## config.mk

```make
export PLATFORM = sky130hd
export DESIGN_NAME = multicycle_control_unit_flat
export DESIGN_NICKNAME = d
export VERILOG_FILES = /design/src/rtl/riscv_ctrl_pkg.sv /design/src/rtl/multicycle_control_unit_if.sv /design/src/rtl/instr_class_decoder.sv /design/src/rtl/multicycle_control_unit.sv /design/src/flat_wrapper.sv
export SDC_FILE = /design/constraint.sdc
export NUM_CORES = 1
export LEC_CHECK = 0
export BUFFER_PORTS_ARGS = -buffer_cell sky130_fd_sc_hd__buf_2
export CAP_MARGIN = 20
export CELL_PAD_IN_SITES_DETAIL_PLACEMENT = 0
export CELL_PAD_IN_SITES_GLOBAL_PLACEMENT = 1
export CORE_MARGIN = 2
export CORE_UTILIZATION = 28
export CTS_CLUSTER_DIAMETER = 80
export DETAILED_ROUTE_END_ITERATION = 8
export GPL_TIMING_DRIVEN = 0
export PLACE_DENSITY = 0.81
export SLEW_MARGIN = 20
export SYNTH_ARGS = -nofsm -noshare
export SYNTH_HDL_FRONTEND = slang
export SYNTH_SLANG_ARGS = --single-unit
export TNS_END_PERCENT = 5
```

## constraint.sdc

```tcl
create_clock -name CLK -period 1.4 [get_ports CLK]
set_input_delay 0.35 -clock CLK [delete_from_list [all_inputs] [get_ports CLK]]
set_output_delay 0.35 -clock CLK [all_outputs]
set_load 0.02 [all_outputs]
```

## src/rtl/riscv_ctrl_pkg.sv

```systemverilog
// Shared encodings for the RV64 multicycle control unit: opcode/funct fields,
// FSM states and the instruction classes the decoder produces.
package riscv_ctrl_pkg;
   localparam logic [6:0] OP_R     = 7'b0110011;
   localparam logic [6:0] OP_IMM   = 7'b0010011;
   localparam logic [6:0] OP_LOAD  = 7'b0000011;
   localparam logic [6:0] OP_STORE = 7'b0100011;

   localparam logic [2:0] F3_ADD = 3'b000;
   localparam logic [2:0] F3_D   = 3'b011;
   localparam logic [6:0] F7_ADD = 7'b0000000;
   localparam logic [6:0] F7_SUB = 7'b0100000;

   typedef enum logic [2:0] {
      S_INIT, S_IDLE, S_FETCH, S_DECODE, S_EXEC, S_MEM, S_WB, S_HALT
   } state_t;

   typedef enum logic [2:0] {
      CLS_R, CLS_I, CLS_LD, CLS_SD, CLS_ILL
   } instr_cls_t;
endpackage

```

## src/rtl/multicycle_control_unit_if.sv

```systemverilog
// Control bundle between the multicycle control unit (master) and the
// RV64 datapath (slave).
interface multicycle_control_unit_if #(parameter int COUNT_W = 16);
   logic               RUN;
   logic [31:0]        INSTR;
   logic               IR_LOAD;
   logic               reset_pc;
   logic               load_pc;
   logic               sub;
   logic               ULA_din2_sel;
   logic               RF_din_sel;
   logic               WE_RF;
   logic               WE_MEM;
   logic               HALTED;
   logic               ILLEGAL;
   logic [COUNT_W-1:0] RETIRED;

   modport master (
      input  RUN, INSTR,
      output IR_LOAD, reset_pc, load_pc, sub, ULA_din2_sel, RF_din_sel,
             WE_RF, WE_MEM, HALTED, ILLEGAL, RETIRED
   );

   modport slave (
      output RUN, INSTR,
      input  IR_LOAD, reset_pc, load_pc, sub, ULA_din2_sel, RF_din_sel,
             WE_RF, WE_MEM, HALTED, ILLEGAL, RETIRED
   );
endinterface

```

## src/rtl/instr_class_decoder.sv

```systemverilog
// Combinational classifier for the supported subset (add/sub/addi/ld/sd);
// anything else is reported as CLS_ILL.
module instr_class_decoder
   import riscv_ctrl_pkg::*;
(
   input  logic [31:0] instr,
   output instr_cls_t  cls,
   output logic        sub
);
   logic [6:0] opcode;
   logic [2:0] funct3;
   logic [6:0] funct7;
   logic       unused_fields;

   assign opcode = instr[6:0];
   assign funct3 = instr[14:12];
   assign funct7 = instr[31:25];
   // Register indices and immediates only matter to the datapath.
   assign unused_fields = ^{instr[24:15], instr[11:7]};

   always_comb begin
      cls = CLS_ILL;
      sub = 1'b0;
      case (opcode)
         OP_R:
            if (funct3 == F3_ADD && (funct7 == F7_ADD || funct7 == F7_SUB)) begin
               cls = CLS_R;
               sub = (funct7 == F7_SUB);
            end
         OP_IMM:   if (funct3 == F3_ADD) cls = CLS_I;
         OP_LOAD:  if (funct3 == F3_D)   cls = CLS_LD;
         OP_STORE: if (funct3 == F3_D)   cls = CLS_SD;
         default:  cls = CLS_ILL;
      endcase
   end
endmodule

```

## src/rtl/multicycle_control_unit.sv

```systemverilog
// Multicycle sequencer for the RV64 datapath: FSM, sticky illegal flag and
// retired-instruction counter. Strobes decode from registered state + INSTR.
module multicycle_control_unit
   import riscv_ctrl_pkg::*;
#(
   parameter int COUNT_W = 16
) (
   input  logic                        CLK,
   input  logic                        RST_N,
   multicycle_control_unit_if.master   bus
);
   state_t             state;
   instr_cls_t         cls;
   logic               sub_flag;
   logic               illegal;
   logic [COUNT_W-1:0] retired;
   logic               retire;
   logic               uses_imm;

   instr_class_decoder u_dec (
      .instr (bus.INSTR),
      .cls   (cls),
      .sub   (sub_flag)
   );

   assign retire   = (state == S_WB) || (state == S_MEM && cls == CLS_SD);
   assign uses_imm = (cls == CLS_I) || (cls == CLS_LD) || (cls == CLS_SD);

   always_ff @(posedge CLK or negedge RST_N) begin
      if (!RST_N) begin
         state   <= S_INIT;
         illegal <= 1'b0;
         retired <= '0;
      end else begin
         if (retire) retired <= retired + COUNT_W'(1);
         case (state)
            S_INIT:   state <= S_IDLE;
            S_IDLE:   if (bus.RUN) state <= S_FETCH;
            S_FETCH:  state <= S_DECODE;
            S_DECODE:
               if (cls == CLS_ILL) begin
                  state   <= S_HALT;
                  illegal <= 1'b1;
               end else begin
                  state <= S_EXEC;
               end
            S_EXEC:   state <= (cls == CLS_LD || cls == CLS_SD) ? S_MEM : S_WB;
            S_MEM:    state <= (cls == CLS_LD) ? S_WB : S_IDLE;
            S_WB:     state <= S_IDLE;
            S_HALT:   state <= S_HALT;
            default:  state <= S_INIT;
         endcase
      end
   end

   // reset_pc is gated by RST_N so nothing strobes while reset is held.
   always_comb begin
      bus.reset_pc     = (state == S_INIT) && RST_N;
      bus.IR_LOAD      = (state == S_FETCH);
      bus.load_pc      = (state == S_DECODE) && (cls != CLS_ILL);
      bus.ULA_din2_sel = (state == S_EXEC || state == S_MEM || state == S_WB) && uses_imm;
      bus.sub          = (state == S_EXEC || state == S_WB) && sub_flag;
      bus.WE_MEM       = (state == S_MEM) && (cls == CLS_SD);
      bus.WE_RF        = (state == S_WB);
      bus.RF_din_sel   = (state == S_WB) && (cls == CLS_LD);
      bus.HALTED       = (state == S_HALT);
      bus.ILLEGAL      = illegal;
      bus.RETIRED      = retired;
   end
endmodule

```

## src/flat_wrapper.sv

```systemverilog
// flat-port wrapper written by rule: the top's interface ports become plain ports
module multicycle_control_unit_flat import riscv_ctrl_pkg::*;
#(
   parameter int COUNT_W = 16
)
  (CLK, RST_N, bus_RUN, bus_INSTR, bus_IR_LOAD, bus_reset_pc, bus_load_pc, bus_sub, bus_ULA_din2_sel, bus_RF_din_sel, bus_WE_RF, bus_WE_MEM, bus_HALTED, bus_ILLEGAL, bus_RETIRED);
  multicycle_control_unit_if #(.COUNT_W(COUNT_W)) bus_i ();
  input  logic CLK;
  input  logic RST_N;
  input wire logic [$bits(bus_i.RUN)-1:0] bus_RUN;
  input wire logic [$bits(bus_i.INSTR)-1:0] bus_INSTR;
  output wire logic [$bits(bus_i.IR_LOAD)-1:0] bus_IR_LOAD;
  output wire logic [$bits(bus_i.reset_pc)-1:0] bus_reset_pc;
  output wire logic [$bits(bus_i.load_pc)-1:0] bus_load_pc;
  output wire logic [$bits(bus_i.sub)-1:0] bus_sub;
  output wire logic [$bits(bus_i.ULA_din2_sel)-1:0] bus_ULA_din2_sel;
  output wire logic [$bits(bus_i.RF_din_sel)-1:0] bus_RF_din_sel;
  output wire logic [$bits(bus_i.WE_RF)-1:0] bus_WE_RF;
  output wire logic [$bits(bus_i.WE_MEM)-1:0] bus_WE_MEM;
  output wire logic [$bits(bus_i.HALTED)-1:0] bus_HALTED;
  output wire logic [$bits(bus_i.ILLEGAL)-1:0] bus_ILLEGAL;
  output wire logic [$bits(bus_i.RETIRED)-1:0] bus_RETIRED;
  assign bus_i.RUN = bus_RUN;
  assign bus_i.INSTR = bus_INSTR;
  assign bus_IR_LOAD = bus_i.IR_LOAD;
  assign bus_reset_pc = bus_i.reset_pc;
  assign bus_load_pc = bus_i.load_pc;
  assign bus_sub = bus_i.sub;
  assign bus_ULA_din2_sel = bus_i.ULA_din2_sel;
  assign bus_RF_din_sel = bus_i.RF_din_sel;
  assign bus_WE_RF = bus_i.WE_RF;
  assign bus_WE_MEM = bus_i.WE_MEM;
  assign bus_HALTED = bus_i.HALTED;
  assign bus_ILLEGAL = bus_i.ILLEGAL;
  assign bus_RETIRED = bus_i.RETIRED;
  multicycle_control_unit #(.COUNT_W(COUNT_W)) u_core (.CLK(CLK), .RST_N(RST_N), .bus(bus_i));
endmodule
```

==> metrics.yaml <==
area_growth_pct: 46.0
p_total_w: 0.00103
async_flop_share: 1.00
timing.rr.start: "u_core.state[1]"
relSlewSlack: 0.690
grt_start_max_net_pins: 22
io-pin-count: 61
setup_tns_ns: -5.09
n_antenna_cell: 0
worst_slew_pin_slew_ns: 0.465
p_per_area_nw_per_um2: 650
vias: 1009
maxCapViolCount: 0
worst_ep_arrival_time_ns: 1.42
die-area_sq_um: 4400
totalWireLength_um: 2690
end_kind: "output pin"
required_ns: 1.05
grt-ovfl-total: 0
synth_cells: 110
wire_per_inst_um: 12.9
synth_edf_count: 0
vias_per_cell: 4.85
drv_slew: 0
path_clk_slew_ns: 0.07
final_cell_mix: "buf_2, dfrtp_1, nand2_1, xnor2_1"
clock-sinks: 20
r2r_slack_ns: -0.25
p_leak_nw: 0.783
synth.cell_area_sq_um: 1090
layout-drive-gt1-share: 0.469
setup_viol: 24
cts_made_buffers: 3
startpoint_type: "flip-flop"
layout_commonest_cell: "buf_2"
critical_path_class: "flip-flop to output pin"
synth_cell_types: 32
status: "finished with violations"
gp_congestion: 0.780
cts_tree: "yes"
rsz0062_at_grt: "true"
die_h_um: 66.4
period_minus_slack_ns: 1.77
seq_area_frac_synth: 0.460
crit_path_max_fanout: 5
port_buffers: 45
num_rows: 22
first_global_vias: 1013
antenna_found_initial: 0
post-route-period-util: 1.26
initial_core_util: 0.295
fill_cells: 380
fin_nets: 198
grtUsageTotal: 0.136
min_path_type: "input port to async pin"
finalHoldViolCount: 0
drc: 0
dpl.hpwl_um: 2050
first_iter_violations: 35
setup_ws_ns: -0.368
fp.dieW_um: 66.4
ir_drop_v: 0.000273
finClkSkew_ns: 0.00169
grt_pass1_wl_um: 4540
root_buffer: "clkbuf_8"
yosysWarnings: 0
clock.fmax_ghz: 0.566
synth_fp_nets: 146
avgSynthCellArea_sq_um: 9.90
ys_ff_latch: 20
violations: "negative setup slack"
insertion_delay_ns: 0.26
r2r_end: "u_core.bus.RETIRED[12]"
cts_max_level: 1
core_sq_um: 3690
r2r_cells: 6
detail_route.first_pass.iterations: 3
cts_buffer_depth: 2
antenna_left: 0
synthFlopType: "dfrtp_1"
==> cell families (layout without fill, tap and decap cells) <==
kind of cell	Yosys count	count (layout)	synth area share
buf+inv	7	57	0.0310
xor+xnor	15	15	0.121
flops	20	20	0.460
simple gates	54	54	0.292
compound gates	12	12	0.0747
mux	1	1	0.0103
fa+ha+maj	1	1	0.0115
==> power by group <==
group          switching, W  total (W)  internal, W  leakage (nW)
Combinational     0.0000476  0.0000838    0.0000362         0.509
Clock              0.000178   0.000370     0.000192        0.0216
Sequential       0.00000118   0.000580     0.000579         0.252
==> through the flow <==
step	utilization	instance area (sq um)	std cells	setup WS [ns]	hold slack (ns)
after floorplan	-	1170	110	-0.193	0.0544
after global placement	0.394	1450	203	-0.433	0.314
after detailed placement	0.394	1450	203	-0.460	0.334
after CTS	0.420	1550	207	-0.378	0.0488
after global routing	0.431	1590	208	-0.435	0.0710
final	0.431	1590	208	-0.368	0.0384
==> critical path, cell delays in order (launching register included) <==
cell and delay, ns:
dfrtp_1 0.37, buf_6 0.12, and4b_1 0.28, nand4_4 0.16
inv_2 0.11, buf_6 0.11
==> registers in the layout, summed over array words and instances, names as in the netlist <==
signal	count
u_core.state	3
u_core.bus.RETIRED	16
u_core.bus.ILLEGAL	1
==> layout make-up <==
type,count,area [sq um],share of cell area
repair buffers,47,258,0.162
clock buffers,3,41.3,0.0260
plain buffers,2,25.0,0.0157
well taps,48,60.1,0.0378
inverters,5,18.8,0.0118
multi-input cells,83,683,0.430
flip-flops and latches,20,503,0.317
==> repair_timing <==
action | CTS | global route
pin swaps | 6 | 4
setup endpoints to repair | 24 | 24
gates resized for setup | 16 | 8
setup buffers | 1 | 1
hold buffers | 0 | 0
==> cells in the mapped netlist (all sizes together) (2+ instances only) <==
cell    number  area (sq um)
nand2       12          45.0
nor2b        3          18.8
nor4         3          18.8
a21oi        3          15.0
nor4b        3          26.3
xnor2       10          87.6
dfrtp       20           500
and2         3          18.8
and4         4          35.0
o21ai        3          15.0
xor2         5          43.8
nand4        5          37.5
nand3        6          30.0
nor3         2          10.0
nor2         7          26.3
inv          5          18.8
a21boi       2          22.5
==> worst max path at each step <==
stage,endpoint,cells past startpoint,startpoint
3_3_place_gp,bus_load_pc,6,bus_INSTR[26]
2_1_floorplan,bus_load_pc,4,bus_INSTR[26]
3_5_place_dp,u_core.bus.RETIRED[12],6,bus_INSTR[14]
5_1_grt,bus_WE_MEM,5,u_core.state[1]
6_report,bus_WE_MEM,5,u_core.state[1]
4_1_cts,bus_WE_MEM,5,u_core.state[1]
==> layer usage <==
layer	track usage	vias to the layer above	wire, um
met2	0.235	41	1290
met4	0.0689	0	55
met1	0.162	475	1160
met3	0.0221	5	192
li1	-	488	-
met5	0	-	0
No activity file was read; power rests on OpenSTA's default activity.
